[src/rtl/ines_loader.sv]
// ines_loader: streams an iNES image in byte by byte, checks the header,
// skips an optional trainer, writes the PRG and CHR payloads into the cartridge
// memories and publishes the static cartridge configuration for the mapper.
// The cartridge stays in reset until the whole image has been loaded.
module ines_loader #(
    parameter int PRG_ROM_DEPTH = 17,
    parameter int CHR_ROM_DEPTH = 15,
    parameter int PRG_RAM_DEPTH = 13
) (
    input  logic                     clk_cpu,
    input  logic                     rst,
    input  logic                     start,
    input  logic                     in_valid,
    input  logic [7:0]               in_data,
    output logic                     in_ready,
    output logic [7:0]               wr_data,
    output logic                     prg_we,
    output logic [PRG_ROM_DEPTH-1:0] prg_wr_addr,
    output logic                     chr_we,
    output logic [CHR_ROM_DEPTH-1:0] chr_wr_addr,
    output logic [7:0]               mapper_id,
    output logic                     mirrorv,
    output logic                     prg_ram,
    output logic                     chr_ram,
    output logic [PRG_ROM_DEPTH-1:0] prg_mask,
    output logic [CHR_ROM_DEPTH-1:0] chr_mask,
    output logic [PRG_RAM_DEPTH-1:0] prgram_mask,
    output logic                     cart_rst,
    output logic                     done,
    output logic                     error
);

    localparam logic [2:0] S_IDLE    = 3'd0;
    localparam logic [2:0] S_HDR     = 3'd1;
    localparam logic [2:0] S_TRAINER = 3'd2;
    localparam logic [2:0] S_PRG     = 3'd3;
    localparam logic [2:0] S_CHR     = 3'd4;
    localparam logic [2:0] S_DONE    = 3'd5;
    localparam logic [2:0] S_ERROR   = 3'd6;

    // Largest payload sizes the ROM address spaces can hold.
    localparam logic [31:0] PRG_CAP = 32'd1 << PRG_ROM_DEPTH;
    localparam logic [31:0] CHR_CAP = 32'd1 << CHR_ROM_DEPTH;

    logic [2:0]  state;
    logic [3:0]  hdr_cnt;
    logic [8:0]  trn_cnt;
    logic [21:0] pay_cnt;

    // Header fields captured while the header streams past.
    logic [7:0]  hdr_prg16;
    logic [7:0]  hdr_chr8;
    logic [3:0]  hdr_map_lo;
    logic [3:0]  hdr_map_hi;
    logic        hdr_mirror;
    logic        hdr_prgram;
    logic        hdr_trainer;

    logic        accept;
    logic [7:0]  hdr_mapper;
    logic [21:0] prg_bytes;
    logic [21:0] chr_bytes;
    logic        mapper_ok;
    logic        hdr_bad;
    logic        prg_last;
    logic        chr_last;

    // Expected magic "NES\x1A" for header bytes 0..3.
    function automatic logic [7:0] magic_byte(input logic [1:0] idx);
        case (idx)
            2'd0:    return 8'h4E;
            2'd1:    return 8'h45;
            2'd2:    return 8'h53;
            default: return 8'h1A;
        endcase
    endfunction

    // Smallest power of two that is >= n (n == 0 yields 1).
    function automatic logic [8:0] next_pow2(input logic [7:0] n);
        logic [8:0] p;
        p = 9'd1;
        for (int i = 0; i < 8; i++) begin
            if ({1'b0, n} > p) begin
                p = p << 1;
            end
        end
        return p;
    endfunction

    assign accept      = in_valid && in_ready;
    assign in_ready    = (state == S_HDR) || (state == S_TRAINER) ||
                         (state == S_PRG) || (state == S_CHR);
    assign cart_rst    = (state != S_DONE);
    assign error       = (state == S_ERROR);
    assign prgram_mask = '1;

    assign hdr_mapper = {hdr_map_hi, hdr_map_lo};
    assign prg_bytes  = {hdr_prg16, 14'd0};
    assign chr_bytes  = {1'b0, hdr_chr8, 13'd0};
    assign mapper_ok  = (hdr_mapper == 8'd0) || (hdr_mapper == 8'd2) ||
                        (hdr_mapper == 8'd3) || (hdr_mapper == 8'd7);
    assign hdr_bad    = !mapper_ok || (hdr_prg16 == 8'd0) ||
                        ({10'd0, prg_bytes} > PRG_CAP) ||
                        ({10'd0, chr_bytes} > CHR_CAP);
    assign prg_last   = (pay_cnt == (prg_bytes - 22'd1));
    assign chr_last   = (pay_cnt == (chr_bytes - 22'd1));

    // Load sequencer: header parse, trainer skip, PRG then CHR payload counting.
    always_ff @(posedge clk_cpu) begin
        if (rst) begin
            state       <= S_IDLE;
            hdr_cnt     <= '0;
            trn_cnt     <= '0;
            pay_cnt     <= '0;
            hdr_prg16   <= '0;
            hdr_chr8    <= '0;
            hdr_map_lo  <= '0;
            hdr_map_hi  <= '0;
            hdr_mirror  <= 1'b0;
            hdr_prgram  <= 1'b0;
            hdr_trainer <= 1'b0;
        end else if (start) begin
            state   <= S_HDR;
            hdr_cnt <= '0;
            trn_cnt <= '0;
            pay_cnt <= '0;
        end else begin
            case (state)
                S_HDR: begin
                    if (accept) begin
                        hdr_cnt <= hdr_cnt + 4'd1;
                        if ((hdr_cnt <= 4'd3) && (in_data != magic_byte(hdr_cnt[1:0]))) begin
                            state <= S_ERROR;
                        end
                        case (hdr_cnt)
                            4'd4: hdr_prg16 <= in_data;
                            4'd5: hdr_chr8  <= in_data;
                            4'd6: begin
                                hdr_map_lo  <= in_data[7:4];
                                hdr_trainer <= in_data[2];
                                hdr_prgram  <= in_data[1];
                                hdr_mirror  <= in_data[0];
                            end
                            4'd7: hdr_map_hi <= in_data[7:4];
                            4'd15: begin
                                if (hdr_bad) begin
                                    state <= S_ERROR;
                                end else if (hdr_trainer) begin
                                    state <= S_TRAINER;
                                end else begin
                                    state <= S_PRG;
                                end
                            end
                            default: ;
                        endcase
                    end
                end
                S_TRAINER: begin
                    if (accept) begin
                        trn_cnt <= trn_cnt + 9'd1;
                        if (trn_cnt == 9'd511) begin
                            state <= S_PRG;
                        end
                    end
                end
                S_PRG: begin
                    if (accept) begin
                        if (prg_last) begin
                            pay_cnt <= '0;
                            state   <= (hdr_chr8 == 8'd0) ? S_DONE : S_CHR;
                        end else begin
                            pay_cnt <= pay_cnt + 22'd1;
                        end
                    end
                end
                S_CHR: begin
                    if (accept) begin
                        if (chr_last) begin
                            state <= S_DONE;
                        end else begin
                            pay_cnt <= pay_cnt + 22'd1;
                        end
                    end
                end
                S_IDLE, S_DONE, S_ERROR: ;
                default: state <= S_IDLE;
            endcase
        end
    end

    // Cartridge configuration latched as the final header byte is taken.
    always_ff @(posedge clk_cpu) begin
        if (rst) begin
            mapper_id <= '0;
            mirrorv   <= 1'b0;
            prg_ram   <= 1'b0;
            chr_ram   <= 1'b0;
            prg_mask  <= '0;
            chr_mask  <= '0;
        end else if (!start && (state == S_HDR) && accept && (hdr_cnt == 4'd15)) begin
            mapper_id <= hdr_mapper;
            mirrorv   <= hdr_mirror;
            prg_ram   <= hdr_prgram;
            chr_ram   <= (hdr_chr8 == 8'd0);
            prg_mask  <= PRG_ROM_DEPTH'({next_pow2(hdr_prg16), 14'd0} - 23'd1);
            chr_mask  <= CHR_ROM_DEPTH'({next_pow2(hdr_chr8), 13'd0} - 22'd1);
        end
    end

    // Memory write port: one registered strobe per accepted payload byte.
    always_ff @(posedge clk_cpu) begin
        if (rst) begin
            prg_we      <= 1'b0;
            chr_we      <= 1'b0;
            wr_data     <= '0;
            prg_wr_addr <= '0;
            chr_wr_addr <= '0;
        end else begin
            prg_we <= !start && accept && (state == S_PRG);
            chr_we <= !start && accept && (state == S_CHR);
            if (!start && accept && (state == S_PRG)) begin
                wr_data     <= in_data;
                prg_wr_addr <= pay_cnt[PRG_ROM_DEPTH-1:0];
            end
            if (!start && accept && (state == S_CHR)) begin
                wr_data     <= in_data;
                chr_wr_addr <= pay_cnt[CHR_ROM_DEPTH-1:0];
            end
        end
    end

    // done trails the DONE state by a cycle and drops as soon as a restart begins.
    always_ff @(posedge clk_cpu) begin
        if (rst) begin
            done <= 1'b0;
        end else begin
            done <= (state == S_DONE) && !start;
        end
    end

endmodule
[config.mk]
export PLATFORM = sky130hd
export DESIGN_NAME = ines_loader
export DESIGN_NICKNAME = d
export VERILOG_FILES = /design/src/rtl/ines_loader.sv
export SDC_FILE = /design/constraint.sdc
export NUM_CORES = 1
export LEC_CHECK = 0
export CELL_PAD_IN_SITES_DETAIL_PLACEMENT = 0
export CELL_PAD_IN_SITES_GLOBAL_PLACEMENT = 1
export CORE_MARGIN = 4
export CORE_UTILIZATION = 45
export DETAILED_ROUTE_END_ITERATION = 7
export MAX_ROUTING_LAYER = met4
export PLACE_DENSITY_LB_ADDON = 0.3
export RECOVER_POWER = 100
export SLEW_MARGIN = 10
export SYNTH_ARGS = -nofsm -noshare
export SYNTH_HDL_FRONTEND = slang
export SYNTH_SLANG_ARGS = --single-unit
[constraint.sdc]
create_clock -name clk_cpu -period 32.6 [get_ports clk_cpu]
set_clock_uncertainty 0.15 [all_clocks]
set_input_delay 6.52 -clock clk_cpu [delete_from_list [all_inputs] [get_ports clk_cpu]]
set_output_delay 6.52 -clock clk_cpu [all_outputs]
set_load 0.02 [all_outputs]
==> impl_metrics.csv, run 1 <==
group,metric,value,unit
outcome,outcome,"complete, but fails checks",
outcome,violations,"capacitance limit, slew limit",
layout,seq_area,0.00250,mm^2
critical_path,r2r_setup_slack,18.54,ns
floorplanning,die_w,146,um
critical_path,critical_path_required,32.80,ns
drt,drc,0,
pwr,clkPwrFrac,52.9,%
critical_path,cp_common_cell,"o21a_1",
place,hpwlAfterDp,15.5,mm
hold_path,min_path_cells,2,
critical_path,endpoint_kind,"register",
clock_tree,cts_setup_buffers,0,
yosys,yosys_register_bits,125,
place,placed_area,0.00946,mm^2
global_route,antenna_found_initial,0,
drt,vias,7577,
layout,drive_gt1_share,4.72,%
yosys,synth_top_cell_by_area,"dfxtp_1",
pwr,pwr-share-comb,3.2,%
sta,setup_viol,0,
critical_path,worst_path_max_delay_cell,"nor4_1",
global_route,grtUsageTotal,20.6,%
floorplanning,ios,114,
global_route,grt_pass1_wl,35.8,mm
sta,tns,0,ns
critical_path,r2r-end,"chr_mask[14]",
sta,worstMarginPinSlew,1.75,ns
yosys,synth_edf_count,0,
place,dp_worst_setup_slack,18.82,ns
yosys,synthesis.area,0.00859,mm^2
hold_path,hp-class,"reg -> reg",
global_route,grt_pass1_vias,7006,
clock_tree,clk_pin_slew_worst_paths,0.06,ns
drt,totalWireLength,21.5,mm
critical_path,worstReg2RegStart,"hdr_chr8[7]",
critical_path,path_class,"reg -> reg",
clock_tree,cts.sinks,125,
floorplanning,start_util,45.8,%
clock_tree,clock_latency,0.42,ns
layout,design_area,0.0100,mm^2
drt,drtPass1Iterations,6,
clock_tree,cts.repair.resized,0,
critical_path,crit_cells,65,
sta,post-route-period-util,43.1,%
sta,whs,0.301,ns
pwr,power,0.350,mW
pwr,swShare,24.8,%
layout,syn_to_final_growth,16.4,%
pwr,powerDensity,35.0,mW/mm^2
hold_path,holdPathEnd,"chr_wr_addr[10]",
clock_tree,cts-hold-fix-buffers,0,
layout,multi_input_comb_area,0.00541,mm^2
drt,drtIter0Drc,437,
yosys,async_reset_ff_share,0,%
layout,nFillCells,1846,
place,gp_congestion,0.841,
clock_tree,cts_tree,"done",
sta,min_period,14.06,ns
critical_path,slowest_delay,0.82,ns
sta,drv_slew,35,
floorplanning,core_area,0.0188,mm^2
place,port_buffers,100,
layout,final_cells,1399,
critical_path,cp_max_fo,11,
drt,wire_per_inst,15.4,um
yosys,syn_area_per_cell,7.75,um^2
sta,max_freq,71.1,MHz
critical_path,critPathTopFamily,"compound AO/OA/AOI/OAI gates",
pwr,peakVddDrop,0.0358,mV
pwr,p_seq_share,43.9,%
sta,fin_ws,18.54,ns
critical_path,crit_path_start_kind,"register",
clock_tree,cts_buffer_depth,2,
layout,layout.nets,1250,
place,place_inst,1367,
clock_tree,h-tree-depth,4,
floorplanning,dieArea,0.0214,mm^2
drt,final_antenna_net_count,0,
drt,viasPerCell,5.42,
floorplanning,die_y,146,um
hold_path,worstHoldStart,"chr_wr_addr[10]",
layout,fin_util,53.3,%
pwr,internal_power,0.263,mW
critical_path,reg2regPathDepth,65,
yosys,yosysUniqueCellTypes,75,
yosys,synth_top_cell_area_share,29.1,%
yosys,synth.yosys.seq_area_share,29.1,%
sta,max_slew_margin,-17.4,%
floorplanning,std_cell_rows,50,
clock_tree,cts_buffers,17,
yosys,synthTopCellsByArea,"dfxtp_1 29%, ha_1 13%, nand2_1 7.7%",
pwr,p_leak,3.99,nW
yosys,syn_inst,1108,
pwr,p_sw,0.0869,mW
layout,antennaDiodeCount,0,
global_route,grt_start_max_net_pins,88,
yosys,synth_ff_type,"dfxtp_1",
clock_tree,ctsRootBufferMaster,"clkbuf_16",
global_route,grt-ovfl-total,0,
sta,finalHoldViolations,0,
critical_path,crit_buf_inv,3,
sta,rsz0062_at_grt,"false",
critical_path,worstPathArrival,14.26,ns
yosys,yosysWarnings,0,
job,maxCapViolCount,2,
## flip-flops by register name (all words and copies together) (netlist names), 2 cells and up
| register | cells |
|---|---|
| hdr_cnt | 4 |
| trn_cnt | 9 |
| mapper_id | 8 |
| state | 3 |
| hdr_map_lo | 4 |
| prg_mask | 4 |
| pay_cnt | 22 |
| chr_wr_addr | 15 |
| hdr_prg16 | 8 |
| hdr_chr8 | 8 |
| prg_wr_addr | 17 |
| chr_mask | 2 |
| wr_data | 8 |
| hdr_map_hi | 4 |
## worst max-delay path by stage
stage / from / end / slack (ns)
after floorplan: hdr_chr8[4] / chr_mask[14] / 20.36
after global placement: hdr_chr8[7] / chr_mask[14] / 18.80
after detailed placement: hdr_chr8[7] / chr_mask[14] / 18.82
after CTS: hdr_chr8[7] / chr_mask[14] / 18.74
after global routing: hdr_chr8[7] / chr_mask[14] / 17.24
final: hdr_chr8[7] / chr_mask[14] / 18.54
## power groups by stage
| stage | Clock [mW] | Sequential, mW | Combinational (mW) |
|---|---|---|---|
| floorplan | 0 | 0.157 | 0.00827 |
| global placement | 0 | 0.157 | 0.0114 |
| detailed placement | 0 | 0.157 | 0.0114 |
| CTS | 0.188 | 0.154 | 0.0114 |
| global route | 0.195 | 0.154 | 0.0120 |
| finish | 0.186 | 0.154 | 0.0111 |
## Yosys cell counts, drive strengths merged, types with 6 or more instances
cell type,number
a21oi,105
a31oi,6
and3,16
buf,48
clkbuf,46
dfxtp,125
ha,86
inv,47
mux2i,34
nand2,177
nand2b,8
nand3,56
nand4,18
nor2,97
nor2b,16
nor3,26
nor4,8
o21a,22
o21ai,32
or2,8
or3,9
xnor2,32
xor2,21
## placed cells by master (no fill, tap or decap), types with 13 or more instances in the layout
cell	instances
ha_1	86
nor2_1	95
and3_1	16
nand2_1	177
nand3_1	56
o21a_1	21
nor2b_1	16
nand4_1	18
inv_1	47
xor2_1	21
mux2i_1	33
dlygate4sd3_1	92
nor3_1	24
a21oi_1	105
o21ai_0	28
conb_1	13
clkbuf_16	17
xnor2_1	32
dfxtp_1	125
## area by class of cell
type	count	share of cell area, %
multi-input combinational	853	54.1
clock inverter	15	1.51
tap	234	2.93
clock buffer	17	4.25
inverter	48	1.80
timing repair buffer	107	10.4
sequential	125	25.0
## per-layer routing
layer / GRT usage [%] / wire [um] / vias up
met1: 27.9 / 10400 / 3525
met3: 3.17 / 821 / 20
li1: - / - / 3873
met2: 32.6 / 10100 / 159
met5: - / 0 / -
met4: 4.66 / 193 / 0
## worst reg2reg max path, delay by kind of cell (launching register included)
kind            cells  cell delay, ns
fa+ha+maj           8            2.12
mux                 4            1.56
compound gates     31            4.82
buf+inv             3            0.22
simple gates       19            4.67
flops               1            0.46
## logic make-up after synthesis
| logic type | synth area share (%) |
|---|---|
| mux | 4.28 |
| buf+inv | 8.20 |
| simple gates | 24.7 |
| flops | 29.1 |
| compound gates | 15.5 |
| xor+xnor | 5.40 |
| fa+ha+maj | 12.6 |
| other cells | 0.0437 |
(Power assumes the default switching activity.)
==> inputs of run 2 (changes only) <==
--- a/config.mk
+++ b/config.mk
@@ -8,7 +8,7 @@
 export CELL_PAD_IN_SITES_DETAIL_PLACEMENT = 0
 export CELL_PAD_IN_SITES_GLOBAL_PLACEMENT = 1
 export CORE_MARGIN = 4
-export CORE_UTILIZATION = 45
+export CORE_UTILIZATION = 37
 export DETAILED_ROUTE_END_ITERATION = 7
 export MAX_ROUTING_LAYER = met4
 export PLACE_DENSITY_LB_ADDON = 0.3
==> constraint.sdc (replaced) <==
create_clock -name clk_cpu -period 12.8 [get_ports clk_cpu]
set_clock_uncertainty 0.15 [all_clocks]
set_input_delay 2.56 -clock clk_cpu [delete_from_list [all_inputs] [get_ports clk_cpu]]
set_output_delay 2.56 -clock clk_cpu [all_outputs]
set_load 0.02 [all_outputs]
==> run 2 against run 1 <==
The run still ends with capacitance limit, slew limit left. Hold slack better by 0.00066 ns. Combinational power grew to 2.6 times the previous value. Non-clock buffer count is 38 higher. Flip-flop and latch count stayed put. Register-to-register slack worse by 18 ns. Sequential share of layout area is 1.2 points lower. Clock-buffer cell count is 5 higher. Wire length is 5.7% higher. Clock power is 150% higher. Highest routed layer unchanged.
==> impl_metrics.csv, run 2 (synthesis results as in run 1) <==
group,metric,value,unit
global_route,grt_start_max_net_pins,59,
pwr,p_leak,4.20,nW
pwr,powerDensity,83.7,mW/mm^2
global_route,antenna_found_initial,0,
drt,drtIter0Drc,375,
sta,max_slew_margin,-38.5,%
layout,largest_reg_flops,22,
sta,drv_slew,17,
floorplanning,ios,114,
global_route,grt_pass1_wl,37.6,mm
floorplanning,start_util,37.8,%
floorplanning,core_area,0.0227,mm^2
layout,fin_util,46.3,%
layout,design_area,0.0105,mm^2
critical_path,worstReg2RegStart,"hdr_prg16[0]",
drt,wire_per_inst,15.3,um
clock_tree,clock_latency,0.43,ns
sta,max_freq,82.6,MHz
floorplanning,std_cell_rows,55,
sta,post-route-period-util,94.6,%
critical_path,r2r_setup_slack,0.69,ns
critical_path,worst_path_max_delay_cell,"dfxtp_2",
sta,tns,0,ns
layout,layout_common_cells,"176 x nand2_1, 123 x dfxtp_1, 103 x a21oi_1, 93 x nor2_1, 92 x dlygate4sd3_1",
layout,syn_to_final_growth,22.5,%
place,hpwlAfterDp,16.4,mm
drt,viasPerCell,5.11,
drt,met3_length,714,um
sta,min_period,12.11,ns
clock_tree,cts_tree,"done",
drt,top_layer,"met4",
layout,layout.nets,1288,
drt,final_antenna_net_count,0,
job,maxCapViolCount,1,
place,dp_worst_setup_slack,0.138,ns
sta,rsz0062_at_grt,"true",
critical_path,critPathLaunch,"hdr_prg16[0]",
drt,totalWireLength,22.7,mm
clock_tree,h-tree-depth,4,
clock_tree,ctsRootBufferMaster,"clkbuf_16",
critical_path,cp_max_fo,9,
place,placed_area,0.00975,mm^2
pwr,peakVddDrop,0.0996,mV
layout,antennaDiodeCount,0,
clock_tree,cts-hold-fix-buffers,0,
floorplanning,dieArea,0.0257,mm^2
clock_tree,cts_buffers,17,
critical_path,crit_path_start_kind,"register",
drt,drtPass1Iterations,4,
sta,setup_viol,0,
drt,wl_met1,11.4,mm
global_route,grt_pass1_vias,7285,
critical_path,slowest_delay,0.37,ns
place,port_buffers,100,
sta,finalHoldViolations,0,
layout,top_regs,"pay_cnt x22, prg_wr_addr x17, chr_wr_addr x15",
global_route,grt-ovfl-total,0,
floorplanning,die_w,160,um
global_route,grtUsageTotal,18.1,%
floorplanning,die_y,160,um
critical_path,worstPathArrival,12.29,ns
hold_path,worstHoldStart,"prg_wr_addr[16]",
place,gp_congestion,0.836,
drt,routed-wl-met2,10.4,mm
clock_tree,cts_buffer_depth,2,
clock_tree,clk_pin_slew_worst_paths,0.06,ns
layout,final_common_cell,"nand2_1",
hold_path,hp-class,"reg -> reg",
outcome,outcome,"complete, but fails checks",
layout,top_register,"pay_cnt",
layout,drive_gt1_share,10.1,%
drt,vias,7606,
critical_path,endpoint_kind,"register",
outcome,violations,"capacitance limit, slew limit",
critical_path,cp_common_cell,"o21a_1",
layout,nFillCells,2269,
drt,drc,0,
clock_tree,cts.sinks,125,
sta,fin_ws,0.692,ns
critical_path,path_class,"reg -> reg",
critical_path,critical_path_required,12.99,ns
sta,worstMarginPinSlew,2.06,ns
-- run 2: critical path, delay by kind of cell (launching register included) --
kind / cells / cell delay, ns
AND/OR/NAND/NOR: 23 / 2.89
multiplexers: 2 / 0.51
buffers and inverters: 5 / 0.36
adder cells (fa/ha/maj): 11 / 2.68
flip-flops: 1 / 0.37
AO/OA/AOI/OAI: 27 / 4.88
XOR/XNOR: 1 / 0.16
-- run 2: what timing repair did --
item | in CTS | in global routing
gates resized for setup | 0 | 40
buffers inserted | 0 | 8
setup endpoints to repair | 0 | 5
-- run 2: where the power goes --
group | switching (mW) | total, mW | internal (mW)
sequential | 0.00161 | 0.392 | 0.390
clock | 0.179 | 0.460 | 0.281
combinational | 0.0211 | 0.0288 | 0.00769
total | 0.202 | 0.881 | 0.679
-- run 2: worst paths after layout --
check                    endpoint  cells after the start
setup / recovery     prg_mask[16]                     69
hold / removal    prg_wr_addr[16]                      2
setup reg to reg     prg_mask[16]                     69
hold reg to reg   prg_wr_addr[16]                      2
-- run 2: stage by stage --
| stage | total power [mW] | hold WS (ns) | cells |
|---|---|---|---|
| final | 0.881 | 0.302 | 1487 |
| after global routing | 0.909 | 0.319 | 1487 |
| after CTS | 0.891 | 0.306 | 1479 |
| after detailed placement | 0.430 | 0.299 | 1448 |
| after global placement | 0.430 | 0.295 | 1448 |
| after floorplan | 0.420 | 0.282 | 1120 |
-- run 2: area by class of cell --
class	count	area [um^2]	area share [%]
clock inverter	9	88.8	0.844
sequential	125	2500	23.8
clock buffer	22	474	4.51
tap	285	357	3.39
timing repair buffer	145	1330	12.6
multi-input combinational	853	5590	53.1
inverter	48	180	1.71
-- run 2: routing by layer --
layer	GRT usage, %	vias up
li1	-	3943
met1	24.5	3515
met2	28.3	129
met3	2.90	19
met4	4.85	0
met5	-	-
==> inputs of run 3 (changes only) <==
--- a/config.mk
+++ b/config.mk
@@ -8,8 +8,9 @@
 export CELL_PAD_IN_SITES_DETAIL_PLACEMENT = 0
 export CELL_PAD_IN_SITES_GLOBAL_PLACEMENT = 1
 export CORE_MARGIN = 4
-export CORE_UTILIZATION = 37
+export CORE_UTILIZATION = 43
 export DETAILED_ROUTE_END_ITERATION = 7
+export DONT_BUFFER_PORTS = 1
 export MAX_ROUTING_LAYER = met4
 export PLACE_DENSITY_LB_ADDON = 0.3
 export RECOVER_POWER = 100
==> constraint.sdc (replaced) <==
create_clock -name clk_cpu -period 12.8 [get_ports clk_cpu]
set_clock_uncertainty 0.15 [all_clocks]
set_input_delay 1.28 -clock clk_cpu [delete_from_list [all_inputs] [get_ports clk_cpu]]
set_output_delay 1.28 -clock clk_cpu [all_outputs]
set_load 0.02 [all_outputs]
==> run 3 against run 2 <==
The run still ends with capacitance limit, slew limit left. First-iteration DRC count decreased by 25%. Sequential power about the same. Non-clock buffer count decreased by 106. Flip-flop and latch count unchanged. Clock-buffer cell count decreased by 4. Via count decreased by 4.4%. Worst setup slack improved by 0.014 ns. Critical endpoint unchanged. Largest power group unchanged. Highest routed layer unchanged.
==> impl_metrics.csv, run 3 (synthesis results as in run 1) <==
group,metric,value,unit
layout,layout_common_cells,"175 x nand2_1, 123 x dfxtp_1, 103 x a21oi_1, 93 x nor2_1, 84 x ha_1",
hold_path,worstHoldStart,"hdr_prgram",
pwr,peakVddDrop,0.0822,mV
sta,max_freq,82.7,MHz
clock_tree,cts-hold-fix-buffers,0,
global_route,grt-ovfl-total,0,
drt,drtIter0Drc,282,
clock_tree,cts_tree,"done",
outcome,outcome,"complete, but fails checks",
layout,fin_util,48.5,%
sta,setup_viol,0,
layout,largest_reg_flops,22,
layout,top_register,"pay_cnt",
sta,finalHoldViolations,0,
floorplanning,ios,114,
drt,wire_per_inst,15.9,um
drt,final_antenna_net_count,0,
floorplanning,std_cell_rows,51,
pwr,powerDensity,92.8,mW/mm^2
pwr,p_leak,3.53,nW
hold_path,min_path_cells,2,
critical_path,path_class,"reg -> reg",
layout,final_common_cell,"nand2_1",
clock_tree,cts_buffers,17,
pwr,power,0.879,mW
clock_tree,h-tree-depth,4,
critical_path,worstPathArrival,12.28,ns
global_route,grt_pass1_vias,6801,
floorplanning,start_util,44.0,%
hold_path,holdPathEnd,"prg_ram",
job,maxCapViolCount,1,
critical_path,r2r_setup_slack,0.71,ns
clock_tree,ctsRootBufferMaster,"clkbuf_16",
sta,worstMarginPinSlew,1.88,ns
drt,vias,7271,
drt,viasPerCell,5.34,
sta,post-route-period-util,94.5,%
critical_path,cp_max_fo,9,
drt,drtPass1Iterations,5,
global_route,grt_start_max_net_pins,89,
critical_path,critical_path_required,12.98,ns
critical_path,crit_buf_inv,6,
global_route,grtUsageTotal,20.2,%
layout,seq_area,0.00251,mm^2
floorplanning,die_y,149,um
layout,antennaDiodeCount,0,
place,gp_congestion,0.879,
clock_tree,clk_pin_slew_worst_paths,0.06,ns
critical_path,critPathLaunch,"hdr_prg16[0]",
place,port_buffers,0,
sta,drv_slew,17,
layout,drive_gt1_share,10.8,%
clock_tree,cts.sinks,125,
place,hpwlAfterDp,15.5,mm
floorplanning,die_w,149,um
sta,max_slew_margin,-26.1,%
layout,top_regs,"pay_cnt x22, prg_wr_addr x17, chr_wr_addr x15",
critical_path,critPathTopFamily,"compound AO/OA/AOI/OAI gates",
drt,drc,0,
hold_path,hp-class,"reg -> reg",
critical_path,worst_path_max_delay_cell,"dfxtp_4",
layout,layout.nets,1182,
global_route,grt_pass1_wl,35.4,mm
drt,totalWireLength,21.7,mm
clock_tree,clock_latency,0.42,ns
clock_tree,cts_buffer_depth,2,
outcome,violations,"capacitance limit, slew limit",
critical_path,reg2regPathDepth,67,
critical_path,crit_path_start_kind,"register",
critical_path,worstReg2RegStart,"hdr_prg16[0]",
critical_path,endpoint_kind,"register",
floorplanning,dieArea,0.0223,mm^2
global_route,antenna_found_initial,0,
layout,syn_to_final_growth,10.3,%
critical_path,crit_cells,67,
sta,rsz0062_at_grt,"true",
sta,min_period,12.09,ns
floorplanning,core_area,0.0195,mm^2
layout,multi_input_comb_area,0.00557,mm^2
critical_path,slowest_delay,0.37,ns
sta,whs,0.300,ns
layout,nFillCells,2035,
critical_path,r2r-end,"prg_mask[16]",
==> run 3: changes by cell type in the layout (fill, tap and decap cells not counted), sizes merged, moves of 4 or more <==
| cell | change |
|---|---|
| clkdlybuf4s50 | -7 |
| buf | -4 |
| clkbuf | -7 |
| dlygate4sd3 | -92 |
| inv | +5 |
==> run 3: through the flow <==
step | std cells | TNS, ns | worst slack [ns] | cell area (um^2)
finish | 1362 | 0 | 0.706 | 9470
global route | 1362 | -0.0284 | -0.0284 | 9470
CTS | 1359 | 0 | 0.139 | 9320
detailed placement | 1327 | 0 | 0.197 | 8750
global placement | 1327 | 0 | 0.518 | 8750
floorplan | 1120 | 0 | 0.559 | 8630
==> run 3: metal layers <==
| metal | up-vias | share of wire [%] | GRT usage [%] |
|---|---|---|---|
| met1 | 3369 | 47 | 26.6 |
| met2 | 137 | 46 | 30.8 |
| met5 | - | 0 | - |
| met3 | 26 | 4.6 | 4.35 |
| li1 | 3739 | - | - |
| met4 | 0 | 1.8 | 7.28 |
==> run 3: repair_timing <==
action	CTS	global route
endpoints found under the setup margin	0	5
setup buffers	0	3
gates resized for setup	0	36
==> run 3: worst max-delay path by stage <==
stage	to	slack, ns
detailed placement	prg_mask[16]	0.20
CTS	prg_mask[16]	0.14
global placement	prg_mask[16]	0.52
finish	prg_mask[16]	0.71
global route	prg_mask[16]	-0.03
floorplan	chr_mask[14]	0.56
==> run 3: cell type report <==
type / instances / area share, %
clock buffer: 18 / 4.64
sequential: 125 / 26.5
tap: 265 / 3.50
timing repair buffer: 39 / 3.30
inverter: 48 / 1.90
clock inverter: 14 / 1.43
multi-input combinational: 853 / 58.8
==> run 3: where the power goes <==
part / leakage (nW) / total (mW) / switching, mW / internal (mW)
clock network: 0.270 / 0.472 / 0.196 / 0.276
logic: 2.25 / 0.0156 / 0.0114 / 0.00420
registers: 1.01 / 0.392 / 0.00198 / 0.390
total: 3.53 / 0.879 / 0.210 / 0.669
==> run 3: tightest hold or removal path, cell delays in order (launching register included) <==
cell     delay, ns
dfxtp_1       0.31
nand2_1       0.05
a21oi_1       0.05
